--- src/rtl/msdap_frame_rx.sv ---
// MSDAP serial front end: L/R deserialiser, word-pair FIFO, zero-run sleep/wake.
// Optional: define RX_FRAME_ERR_CNT_EN to add the saturating frame_err_cnt output.
module msdap_frame_rx #(
    parameter int WORD_W     = 16,
    parameter int FIFO_DEPTH = 4,
    parameter int ZERO_RUN   = 800,
    parameter int ZCNT_W     = 10
) (
    input  logic                          dclk,
    input  logic                          reset_n,
    input  logic                          rx_en,
    input  logic                          frame,
    input  logic                          inputL,
    input  logic                          inputR,
    output logic                          word_valid,
    output logic [WORD_W-1:0]             word_L,
    output logic [WORD_W-1:0]             word_R,
    input  logic                          word_ready,
    output logic [$clog2(FIFO_DEPTH):0]   fifo_count,
    output logic                          overflow,
    output logic                          frame_err,
    output logic                          sleep,
    output logic                          wake
`ifdef RX_FRAME_ERR_CNT_EN
    ,
    output logic [7:0]                    frame_err_cnt
`endif
);

    localparam int PW = $clog2(FIFO_DEPTH);
    localparam int CW = PW + 1;
    localparam int BW = $clog2(WORD_W);

    typedef enum logic {
        IDLE,
        SHIFT
    } state_t;

    state_t              state_q, state_d;
    logic [BW-1:0]       bit_cnt_q, bit_cnt_d;
    logic [WORD_W-1:0]   shl_q, shl_d;
    logic [WORD_W-1:0]   shr_q, shr_d;
    logic                frame_err_q, frame_err_d;
    logic                push;

    logic [2*WORD_W-1:0] mem_q [FIFO_DEPTH];
    logic [2*WORD_W-1:0] mem_d [FIFO_DEPTH];
    logic [PW-1:0]       wr_ptr_q, wr_ptr_d;
    logic [PW-1:0]       rd_ptr_q, rd_ptr_d;
    logic [CW-1:0]       count_q, count_d;
    logic [2*WORD_W-1:0] head_q, head_d;
    logic                overflow_q, overflow_d;
    logic                pop, full, push_ok;

    logic [ZCNT_W-1:0]   zcnt_q, zcnt_d;
    logic                sleep_q, sleep_d;
    logic                wake_q, wake_d;

    // Words arrive LSB first, so shifting in from the top leaves bit 0 at the LSB.
    always_comb begin
        state_d     = state_q;
        bit_cnt_d   = bit_cnt_q;
        shl_d       = shl_q;
        shr_d       = shr_q;
        frame_err_d = 1'b0;
        push        = 1'b0;
        case (state_q)
            IDLE: begin
                if (rx_en && frame) begin
                    shl_d     = {inputL, shl_q[WORD_W-1:1]};
                    shr_d     = {inputR, shr_q[WORD_W-1:1]};
                    bit_cnt_d = BW'(1);
                    state_d   = SHIFT;
                end
            end
            SHIFT: begin
                if (!rx_en) begin
                    state_d   = IDLE;
                    bit_cnt_d = '0;
                end else begin
                    shl_d = {inputL, shl_q[WORD_W-1:1]};
                    shr_d = {inputR, shr_q[WORD_W-1:1]};
                    if (frame) begin
                        frame_err_d = 1'b1;
                        bit_cnt_d   = BW'(1);
                    end else if (bit_cnt_q == BW'(WORD_W - 1)) begin
                        push      = 1'b1;
                        state_d   = IDLE;
                        bit_cnt_d = '0;
                    end else begin
                        bit_cnt_d = bit_cnt_q + 1'b1;
                    end
                end
            end
            default: state_d = IDLE;
        endcase
    end

    // A pop frees the full slot on the same edge, so push+pop never drops.
    always_comb begin
        pop        = (count_q != '0) && word_ready;
        full       = (count_q == CW'(FIFO_DEPTH));
        push_ok    = push && (!full || pop);
        mem_d      = mem_q;
        wr_ptr_d   = wr_ptr_q;
        rd_ptr_d   = rd_ptr_q;
        count_d    = count_q;
        overflow_d = overflow_q | (push & ~push_ok);
        if (push_ok) begin
            mem_d[wr_ptr_q] = {shl_d, shr_d};
            wr_ptr_d        = wr_ptr_q + 1'b1;
        end
        if (pop) begin
            rd_ptr_d = rd_ptr_q + 1'b1;
        end
        case ({push_ok, pop})
            2'b10:   count_d = count_q + 1'b1;
            2'b01:   count_d = count_q - 1'b1;
            default: count_d = count_q;
        endcase
        head_d = head_q;
        if (count_d != '0) begin
            head_d = mem_d[rd_ptr_d];
        end
    end

    always_comb begin
        zcnt_d  = zcnt_q;
        sleep_d = sleep_q;
        wake_d  = 1'b0;
        if (push) begin
            if (shl_d == '0 && shr_d == '0) begin
                if (zcnt_q != ZCNT_W'(ZERO_RUN)) begin
                    zcnt_d = zcnt_q + 1'b1;
                end
                if (zcnt_d == ZCNT_W'(ZERO_RUN)) begin
                    sleep_d = 1'b1;
                end
            end else begin
                zcnt_d  = '0;
                sleep_d = 1'b0;
                wake_d  = sleep_q;
            end
        end
    end

    always_ff @(posedge dclk or negedge reset_n) begin
        if (!reset_n) begin
            state_q     <= IDLE;
            bit_cnt_q   <= '0;
            shl_q       <= '0;
            shr_q       <= '0;
            frame_err_q <= 1'b0;
            wr_ptr_q    <= '0;
            rd_ptr_q    <= '0;
            count_q     <= '0;
            head_q      <= '0;
            overflow_q  <= 1'b0;
            zcnt_q      <= '0;
            sleep_q     <= 1'b0;
            wake_q      <= 1'b0;
            for (int i = 0; i < FIFO_DEPTH; i++) begin
                mem_q[i] <= '0;
            end
        end else begin
            state_q     <= state_d;
            bit_cnt_q   <= bit_cnt_d;
            shl_q       <= shl_d;
            shr_q       <= shr_d;
            frame_err_q <= frame_err_d;
            wr_ptr_q    <= wr_ptr_d;
            rd_ptr_q    <= rd_ptr_d;
            count_q     <= count_d;
            head_q      <= head_d;
            overflow_q  <= overflow_d;
            zcnt_q      <= zcnt_d;
            sleep_q     <= sleep_d;
            wake_q      <= wake_d;
            for (int i = 0; i < FIFO_DEPTH; i++) begin
                mem_q[i] <= mem_d[i];
            end
        end
    end

`ifdef RX_FRAME_ERR_CNT_EN
    logic [7:0] fec_q, fec_d;

    always_comb begin
        fec_d = fec_q;
        if (frame_err_q && fec_q != 8'hFF) begin
            fec_d = fec_q + 1'b1;
        end
    end

    always_ff @(posedge dclk or negedge reset_n) begin
        if (!reset_n) begin
            fec_q <= '0;
        end else begin
            fec_q <= fec_d;
        end
    end

    assign frame_err_cnt = fec_q;
`endif

    assign word_valid = (count_q != '0);
    assign word_L     = head_q[2*WORD_W-1:WORD_W];
    assign word_R     = head_q[WORD_W-1:0];
    assign fifo_count = count_q;
    assign overflow   = overflow_q;
    assign frame_err  = frame_err_q;
    assign sleep      = sleep_q;
    assign wake       = wake_q;

endmodule
--- config.mk ---
export PLATFORM = sky130hd
export DESIGN_NAME = msdap_frame_rx
export DESIGN_NICKNAME = d
export VERILOG_FILES = /design/src/rtl/msdap_frame_rx.sv
export SDC_FILE = /design/constraint.sdc
export NUM_CORES = 1
export LEC_CHECK = 0
export ABC_AREA = 1
export CAP_MARGIN = 20
export CORE_MARGIN = 4
export CORE_UTILIZATION = 45
export CTS_CLUSTER_DIAMETER = 60
export DETAILED_ROUTE_END_ITERATION = 10
export PLACE_DENSITY = 0.61
export SYNTH_ARGS = -nofsm -noshare
export SYNTH_HDL_FRONTEND = slang
export SYNTH_SLANG_ARGS = --single-unit
export TNS_END_PERCENT = 50
--- constraint.sdc ---
create_clock -name dclk -period 3.4 [get_ports dclk]
set_input_delay 0.34 -clock dclk [delete_from_list [all_inputs] [get_ports dclk]]
set_output_delay 0.34 -clock dclk [all_outputs]
set_load 0.1 [all_outputs]
==> results of run 1 <==
layout make-up:
cell class                 instances  area [sq um]  area share (%)
clock buffer                      38           734            5.61
clock inverter                     7          71.3           0.545
inverter                         221           830            6.34
multi-input combinational       1005          4790            36.6
sequential                       218          5460            41.7
tap                              324           405            3.10
timing repair buffer              80           811            6.19
cells in the final DEF, fill, tap and decap left out, types with 6 or more instances in the layout:
master	n
clkdlybuf4s50_1	45
nand3_1	165
inv_1	218
o21ai_0	9
nand2_1	615
buf_4	26
clkbuf_16	25
clkbuf_8	6
o21ai_2	11
ha_1	8
nor2_1	23
o21a_1	125
dfrtp_1	218
buf_12	7
o22ai_1	7
clkbuf_1	7
flip-flops by register name, indices dropped and copies added (netlist names), 2 cells and up:
name        cells
bit_cnt_q       4
fifo_count      3
head_q         32
mem_q         128
rd_ptr_q        2
shl_q          16
shr_q          16
wr_ptr_q        2
zcnt_q         10
critical path, cell delays in order (launching register included):
cell and delay (ns):
dfrtp_1 0.41, ha_1 0.24, nand3_1 0.13, nor2_2 0.07
nand2_1 0.13, ha_1 0.18, inv_2 0.05, fa_1 0.38
nand2_1 0.08, nand2_1 0.04, nor2_1 0.10, xor2_1 0.10
nor3_2 0.23, inv_1 0.10, buf_4 0.21, nand2_1 0.09
nand2_1 0.05
synthesized netlist by cell type:
cell,count,area (sq um)
o211ai_1,2,15.0
clkbuf_1,21,78.8
xnor2_1,4,35.0
nand4_1,4,25.0
o21ai_1,2,10.0
nand2_2,3,18.8
a21oi_1,4,20.0
o22ai_1,7,43.8
a32o_1,1,10.0
nand2_4,1,11.3
nand2_1,616,2310
o21bai_1,1,7.51
buf_2,44,220
dfrtp_1,218,5460
inv_1,219,822
nor2_1,23,86.3
o21ai_2,11,96.3
nor2_2,4,25.0
o21ai_0,9,45.0
o21a_1,125,938
fa_1,1,20.0
a21o_1,1,7.51
buf_1,6,22.5
buf_4,1,7.51
buf_6,4,45.0
ha_1,8,100
xor2_1,5,43.8
nor3_1,3,15.0
inv_2,2,7.51
nand3b_1,1,7.51
nand3_1,169,846
power groups by stage:
stage          Sequential [uW]  Clock [uW]  Combinational [uW]
3_3_place_gp              3220           0                5600
3_5_place_dp              3210           0                5680
2_1_floorplan             4720           0                2540
4_1_cts                   3180        2710                5680
5_1_grt                   3220        2810                6180
6_report                  3170        2640                5620
routing by layer:
layer | vias up | track usage (%) | share of wire, %
met3 | 55 | 2.17 | 3.9
met5 | - | 0 | 0
met2 | 169 | 35.3 | 47
li1 | 4768 | - | -
met1 | 4406 | 28.3 | 46
met4 | 0 | 5.65 | 2.7
logic make-up (layout without fill, tap and decap cells):
kind of cell / after synthesis / after routing / share of synthesized area, %
fa+ha+maj: 9 / 9 / 1.05
compound gates: 163 / 163 / 10.5
buf+inv: 297 / 346 / 10.6
xor+xnor: 9 / 9 / 0.691
flops: 218 / 218 / 47.9
simple gates: 824 / 824 / 29.4
what timing repair did:
| item | CTS | global route |
|---|---|---|
| hold buffers | 1 | 0 |
| endpoints found under the hold margin | 66 | 0 |
| buffers inserted | 0 | 0 |
metrics by stage:
step / worst slack [ns] / std cells / utilization, % / cell area, sq um / power (uW)
6_report: 0.673 / 1893 / 53.2 / 13100 / 11400
5_1_grt: 0.454 / 1893 / 53.2 / 13100 / 12200
4_1_cts: 0.634 / 1893 / 53.2 / 13100 / 11600
3_5_place_dp: 0.404 / 1847 / 49.9 / 12300 / 8890
3_3_place_gp: 0.441 / 1847 / 49.9 / 12300 / 8820
2_1_floorplan: 0.0570 / 1520 / - / 11400 / 7260
worst paths after layout:
kind | to | slack [ns] | from
setup reg to reg | head_q[18]$_DFFE_PN0P_ | 0.67 | bit_cnt_q[0]$_DFFE_PN0P_
hold / removal | zcnt_q[5]$_DFFE_PN0P_ | 0.36 | reset_n
setup / recovery | head_q[18]$_DFFE_PN0P_ | 0.67 | bit_cnt_q[0]$_DFFE_PN0P_
min in group dclk | overflow$_DFF_PN0_ | 0.48 | overflow$_DFF_PN0_
hold reg to reg | overflow$_DFF_PN0_ | 0.48 | overflow$_DFF_PN0_
max in group asynchronous | shl_q[0]$_DFF_PN0_ | 2.17 | reset_n
==> impl_metrics.toml, run 1 <==
[cells_and_area]
fill_cells = 2397
area_growth_pct = 14.9
finalNetCount = 1567
n_antenna_cell = 0
drive_gt1_share_pct = 6.44

[sta]
finalCriticalPeriod_ns = 2.73
setup_viol = 0
fin_crit_sh_pct = 80.2
worstMarginPinSlew_ns = 0.987
whs_ns = 0.355
finalHoldViolations = 0
relSlewSlack_pct = 34.0
rsz0062_at_grt = "no"
fmax_mhz = 367
skew_ns = 0.0111
drv_slew = 0
finalSetupTns_ns = 0

[detailed_routing]
drc = 0
drt-total-wl_mm = 28.3
first_pass_iters = 5
drtAntennaViolNets = 0
num_vias = 9398
drt_iter0_markers = 581
vias_per_cell = 4.96
routedWlPerCell_um = 15.0

[power_and_ir_drop]
ir_worst_vdd_mv = 0.684
netSwitchingPower_uw = 5420
p_int_uw = 6010
sw_frac_of_total_pct = 47.4
combPwrFrac_pct = 49.2
seq_power_share_pct = 27.8
clockPowerShare_pct = 23.1
leakage_uw = 0.00665
p_per_area_mw_per_mm2 = 873

[clock_tree]
clock-sinks = 218
htreeDepth = 1
clk_pin_slew_ns = 0.06
cts_tree = "done"
clock_latency_ns = 0.53
cts-root-buf = "clkbuf_16"
cts_resized = 0
clk_path_buf_depth = 3
cts_buffers = 25

[worst_hold_path]
hold_path.class = "in -> async"

[status]
status = "completed"

[setup_path]
critPathMaxFanout = 17
worstSetupEndpointType = "flop"
reg2reg_depth = 16
critPathLaunchType = "flop"
critPathKind = "reg -> reg"
cp.required_ns = 3.82
arrival_ns = 3.14

[floorplan]
start_util_pct = 46.3
coreArea_sq_mm = 0.0246
dieWidth_um = 167
die-area_sq_mm = 0.0279
io_pins = 47
rows = 57
die_h_um = 167

[global_routing]
grt_pass1_vias = 9320
overflow = 0
grt_max_degree = 90
grt_antenna_before_repair = 0
grt_pass1_wl_mm = 48.2
track_usage_pct = 20.7

[logic_synthesis]
yosys_warnings = 0
synth_seq_area_share_pct = 47.9
yosys.cell_types.count = 31
ys_ff_latch = 218
synthCells = 1520
syn_area_per_cell_sq_um = 7.50
syn_nets = 1536
synth_area_sq_mm = 0.0114

[placement]
dpl.hpwl_mm = 17.2
port_buffers = 46
routabilityCongestion = 0.800

[run]
cap_violations = 0
Power figures use the tool's default switching activity.
==> inputs of run 2 (changes only) <==
==> constraint.sdc (replaced) <==
create_clock -name dclk -period 2.8 [get_ports dclk]
set_input_delay 0.28 -clock dclk [delete_from_list [all_inputs] [get_ports dclk]]
set_output_delay 0.28 -clock dclk [all_outputs]
set_load 0.1 [all_outputs]
==> run 2 against run 1 <==
Register-to-register slack got worse by 0.50 ns. Clock skew increased by 0.0046 ns. Sequential cell count unchanged. Power increased by 24%. Sequential power increased by 22%. Clock power increased by 24%. Critical path type unchanged. Highest routed layer unchanged. Non-clock buffer count increased by 38.
==> impl_metrics.toml, run 2 (synthesis results as in run 1) <==
[status]
status = "completed"

[power_and_ir_drop]
total_power_uw = 14200
ir_worst_vdd_mv = 0.777
combPwrFrac_pct = 49.6
p_per_area_mw_per_mm2 = 1060
p_int_uw = 7520
clockPowerShare_pct = 23.1
seq_power_share_pct = 27.3
sw_frac_of_total_pct = 47.1
netSwitchingPower_uw = 6690
leakage_uw = 0.00691

[global_routing]
overflow = 0
grt_util_met3_pct = 2.36
grt_pass1_vias = 9415
grt_use_met2_pct = 35.8
grtUsageMet1_pct = 30.6
grt_pass1_wl_mm = 49.7
grt_antenna_before_repair = 0
grt-busiest-layer = "met2"
grt_max_degree = 99
track_usage_pct = 21.5

[sta]
skew_ns = 0.0158
drv_slew = 0
finalHoldViolations = 0
setup_viol = 0
worstMarginPinSlew_ns = 0.843
rsz0062_at_grt = "no"
fmax_mhz = 381
finalCriticalPeriod_ns = 2.62
relSlewSlack_pct = 43.8
fin_crit_sh_pct = 93.7

[floorplan]
dieWidth_um = 167
start_util_pct = 46.3
coreArea_sq_mm = 0.0246
die-area_sq_mm = 0.0279
rows = 57
io_pins = 47
die_h_um = 167

[clock_tree]
cts-root-buf = "clkbuf_16"
postCtsSetupBuffers = 0
clk_pin_slew_ns = 0.06
clock_latency_ns = 0.53
clock-sinks = 218
cts_tree = "done"
clk_path_buf_depth = 3
htreeDepth = 1
cts_buffers = 26

[setup_path]
critPathKind = "reg -> reg"
rr_endpoint = "head_q[14]$_DFFE_PN0P_"
worstSetupEndpointType = "flop"
crit_chain = "ha_1, nand3_1, nor2_2, nand2_2, ha_1, inv_2, fa_1, nor2_1, nor2_2, xor2_2, nor3_4, inv_1, buf_12, nand2_1, nand2_1"
crit_slowest_cell = "dfrtp_1"
critPathTopFamily = "adder cells"
critPathMaxFanout = 16
arrival_ns = 3.03
critPathLaunchType = "flop"
path_buf_inv = 3
crit_path_end = "head_q[14]$_DFFE_PN0P_"
max_stage_delay_ns = 0.41
reg2reg_depth = 15
rr_startpoint = "bit_cnt_q[0]$_DFFE_PN0P_"
crit_start = "bit_cnt_q[0]$_DFFE_PN0P_"
crit_cells = 15
reg2reg_slack_ns = 0.18
cp.required_ns = 3.21

[detailed_routing]
num_vias = 9583
drt-total-wl_mm = 29.5
routedWlPerCell_um = 15.3
drtAntennaViolNets = 0
drc = 0
first_pass_iters = 4
vias_per_cell = 4.96
drt_iter0_markers = 691

[placement]
routabilityCongestion = 0.827
port_buffers = 46
dpl.hpwl_mm = 18.6
dpl_cell_area_sq_mm = 0.0125

[cells_and_area]
fill_cells = 2368
final_cell_mix = "nand2_1, inv_1, dfrtp_1"
n_antenna_cell = 0
regMostFlops = "mem_q"
drive_gt1_share_pct = 11.7
fin_area_sq_mm = 0.0134
area_growth_pct = 17.6
reg_top3 = "mem_q: 128 flops, head_q: 32 flops"
largest_reg_flops = 128
finalNetCount = 1606
layout_commonest_cell = "nand2_1"

[worst_hold_path]
hold_path.class = "in -> async"

[run]
cap_violations = 0
## run 2: how the worst min path moves through the flow
stage | depth (start not counted) | start | end
finish | 2 | reset_n | mem_q[66]$_DFF_PN0_
detailed placement | 1 | reset_n | mem_q[66]$_DFF_PN0_
floorplan | 0 | reset_n | bit_cnt_q[0]$_DFFE_PN0P_
global route | 2 | reset_n | mem_q[66]$_DFF_PN0_
global placement | 1 | reset_n | zcnt_q[2]$_DFFE_PN0P_
CTS | 2 | reset_n | zcnt_q[2]$_DFFE_PN0P_
## run 2: power groups by stage
stage / logic (uW) / clock network, uW / registers [uW]
6_report: 7050 / 3280 / 3880
5_1_grt: 7780 / 3510 / 3940
4_1_cts: 7080 / 3380 / 3890
3_5_place_dp: 7060 / 0 / 3940
3_3_place_gp: 6990 / 0 / 3950
2_1_floorplan: 3100 / 0 / 5750
## run 2: cell type report
class,count,area [sq um],area share (%)
sequential,218,5460,40.8
tap,324,405,3.03
timing repair buffer,118,1060,7.90
inverter,221,830,6.19
multi-input combinational,1005,4810,35.9
clock buffer,38,757,5.65
clock inverter,8,72.6,0.542
## run 2: stage by stage
stage | setup TNS (ns) | std cells | hold slack [ns] | setup WS, ns | utilization, %
finish | 0 | 1932 | 0.378 | 0.176 | 54.5
global route | 0 | 1932 | 0.460 | 0.0176 | 54.5
CTS | 0 | 1932 | 0.438 | 0.150 | 54.4
detailed placement | 0 | 1885 | 0.393 | 0.0105 | 51.0
global placement | 0 | 1885 | 0.392 | 0.0866 | 51.0
floorplan | -0.584 | 1520 | -0.0156 | -0.0195 | -
## run 2: layer usage
metal,share of wire [%],up-vias,wire [um]
li1,-,4838,-
met2,47,196,13700
met4,2.0,0,593
met5,0,-,0
met1,47,4505,13900
met3,4.1,44,1220
## run 2: timing repair
item / in CTS / in global routing
gates resized for setup: 0 / 2
setup endpoints to repair: 0 / 3
hold buffers: 1 / 0
endpoints found under the hold margin: 93 / 0
==> inputs of run 3 (changes only) <==
--- a/config.mk
+++ b/config.mk
@@ -11,7 +11,9 @@
 export CORE_UTILIZATION = 45
 export CTS_CLUSTER_DIAMETER = 60
 export DETAILED_ROUTE_END_ITERATION = 10
+export MAX_ROUTING_LAYER = met4
 export PLACE_DENSITY = 0.61
+export SETUP_SLACK_MARGIN = 0.2
 export SYNTH_ARGS = -nofsm -noshare
 export SYNTH_HDL_FRONTEND = slang
 export SYNTH_SLANG_ARGS = --single-unit
==> run 3 against run 2 <==
Via count shrank 0.71%. Sequential cell count unchanged. Clock power rose by 15%. Combinational power is 2% higher. Global-route usage rose by 1.0 points. Sequential power is 3% higher. Cell count shrank 0.16%. Core utilization up 1.1 points. Clock skew down 0.0026 ns.
==> impl_metrics.toml, run 3 (synthesis results as in run 1) <==
[sta]
relSlewSlack_pct = 52.9
setup_viol = 0
worst_slack_ns = 0.235
finalCriticalPeriod_ns = 2.56
worstMarginPinSlew_ns = 0.705
fmax_mhz = 390
skew_ns = 0.0131
rsz0062_at_grt = "yes"
drv_slew = 0
fin_crit_sh_pct = 91.6
finalHoldViolations = 0

[setup_path]
max_stage_delay_ns = 0.51
arrival_ns = 2.98
reg2reg_depth = 13
critPathMaxFanout = 16
crit_chain = "nor2_4, nand3_4, nand2_4, ha_4, inv_4, fa_2, o21ai_1, buf_4, nor3_4, inv_2, buf_12, nand2_1, nand2_1"
crit_slowest_cell = "fa_2"
path_buf_inv = 4
cp.required_ns = 3.22
rr_endpoint = "head_q[13]$_DFFE_PN0P_"
cpMostUsedCell = "nand2_1"
critPathTopFamily = "simple AND/OR/NAND/NOR gates"
critPathKind = "reg -> reg"
critPathLaunchType = "flop"
reg2reg_slack_ns = 0.24
rr_startpoint = "fifo_count[0]$_DFF_PN0_"
worstSetupEndpointType = "flop"

[cells_and_area]
finalNetCount = 1602
regMostFlops = "mem_q"
n_antenna_cell = 0
final_cell_mix = "nand2_1, inv_1, dfrtp_1"
reg_top3 = "mem_q: 128 flops, head_q: 32 flops"
fill_cells = 2322
area_growth_pct = 19.9
layout_commonest_cell = "nand2_1"
fin_util_pct = 55.6
largest_reg_flops = 128
fin_cells = 1929
drive_gt1_share_pct = 12.5

[clock_tree]
clock_latency_ns = 0.53
clk_path_buf_depth = 3
cts_buffers = 27
clk_pin_slew_ns = 0.06
htreeDepth = 1
cts_tree = "done"
cts-root-buf = "clkbuf_16"
clock-sinks = 218

[detailed_routing]
drt-total-wl_mm = 30.5
first_pass_iters = 5
vias_per_cell = 4.93
num_vias = 9515
routedWlPerCell_um = 15.8
drt_iter0_markers = 697
drtAntennaViolNets = 0
drc = 0

[power_and_ir_drop]
seq_power_share_pct = 26.6
p_int_uw = 8080
total_power_uw = 14900
leakage_uw = 0.00699
sw_frac_of_total_pct = 45.8
combPwrFrac_pct = 48.0
ir_worst_vdd_mv = 0.600
p_per_area_mw_per_mm2 = 1090
clockPowerShare_pct = 25.4
netSwitchingPower_uw = 6830

[floorplan]
die_h_um = 167
die-area_sq_mm = 0.0279
dieWidth_um = 167
start_util_pct = 46.3
coreArea_sq_mm = 0.0246
io_pins = 47
rows = 57

[global_routing]
grt_pass1_wl_mm = 50.1
grt_pass1_vias = 9332
overflow = 0
grt_antenna_before_repair = 0
grt_max_degree = 78
track_usage_pct = 22.6

[run]
cap_violations = 0

[worst_hold_path]
hold_path.class = "in -> async"

[placement]
placed_cells = 1873
preCtsSetupSlack_ns = -0.0155
dpl.hpwl_mm = 18.9
port_buffers = 46
routabilityCongestion = 0.828

[status]
status = "completed"
==> run 3: changes by cell type in the layout (fill, tap and decap cells not counted), moves of 4 or more <==
cell | previous run | this run
nand2_1 | 614 | 607
bufinv_16 | 1 | 6
buf_4 | 99 | 86
nand2_2 | 5 | 9
clkbuf_1 | 7 | 3
buf_12 | 12 | 18
==> run 3: how the worst max path moves through the flow <==
stage / start / to / depth (start not counted)
6_report: fifo_count[0]$_DFF_PN0_ / head_q[13]$_DFFE_PN0P_ / 13
5_1_grt: fifo_count[0]$_DFF_PN0_ / head_q[11]$_DFFE_PN0P_ / 13
4_1_cts: bit_cnt_q[1]$_DFFE_PN0P_ / head_q[30]$_DFFE_PN0P_ / 16
3_5_place_dp: word_ready / head_q[30]$_DFFE_PN0P_ / 13
3_3_place_gp: word_ready / head_q[5]$_DFFE_PN0P_ / 12
2_1_floorplan: fifo_count[1]$_DFF_PN0_ / head_q[0]$_DFFE_PN0P_ / 15
==> run 3: worst reg2reg max path: stages, from the launching register on <==
cell	delay [ns]
dfrtp_4	0.50
nor2_4	0.17
nand3_4	0.09
nand2_4	0.08
ha_4	0.13
inv_4	0.04
fa_2	0.51
o21ai_1	0.07
buf_4	0.14
nor3_4	0.27
inv_2	0.15
buf_12	0.18
nand2_1	0.08
nand2_1	0.05
==> run 3: layout make-up <==
cell class	count	area [sq um]	area share (%)
flip-flops and latches	218	5470	40.0
multi-input cells	1005	4880	35.7
repair buffers	113	1120	8.17
inverters	221	832	6.09
clock buffers	34	742	5.43
well taps	324	405	2.97
clock inverters	14	233	1.70
==> run 3: power by group through the flow <==
stage               logic (uW)  clock network, uW  registers (uW)
floorplan                 3210                  0            5760
global route              7810               4000            4020
finish                    7160               3780            3980
CTS                       6980               3870            3990
global placement          6880                  0            4050
detailed placement        6950                  0            4030
==> run 3: repair_timing <==
| item | in CTS | in global routing |
|---|---|---|
| endpoints found under the setup margin | 25 | 32 |
| resized for setup | 1 | 12 |
| hold buffers | 1 | 0 |
| pin swaps | 2 | 6 |
| gates cloned | 0 | 1 |
| endpoints found under the hold margin | 74 | 0 |
| buffers inserted | 1 | 5 |
==> run 3: metal layers <==
| layer | track usage, % | share of wire, % | vias to the layer above |
|---|---|---|---|
| met2 | 37.0 | 48 | 221 |
| met3 | 2.64 | 4.6 | 43 |
| met5 | - | 0 | - |
| li1 | - | - | 4828 |
| met4 | 5.93 | 2.2 | 0 |
| met1 | 30.1 | 45 | 4423 |
==> run 3: stage by stage <==
stage / area, sq um / TNS (ns) / hold slack, ns
after floorplan: 11500 / 0 / -0.0156
after global placement: 12600 / 0 / 0.323
after detailed placement: 12600 / -0.0766 / 0.322
after CTS: 13600 / 0 / 0.357
after global routing: 13700 / 0 / 0.383
final: 13700 / 0 / 0.330
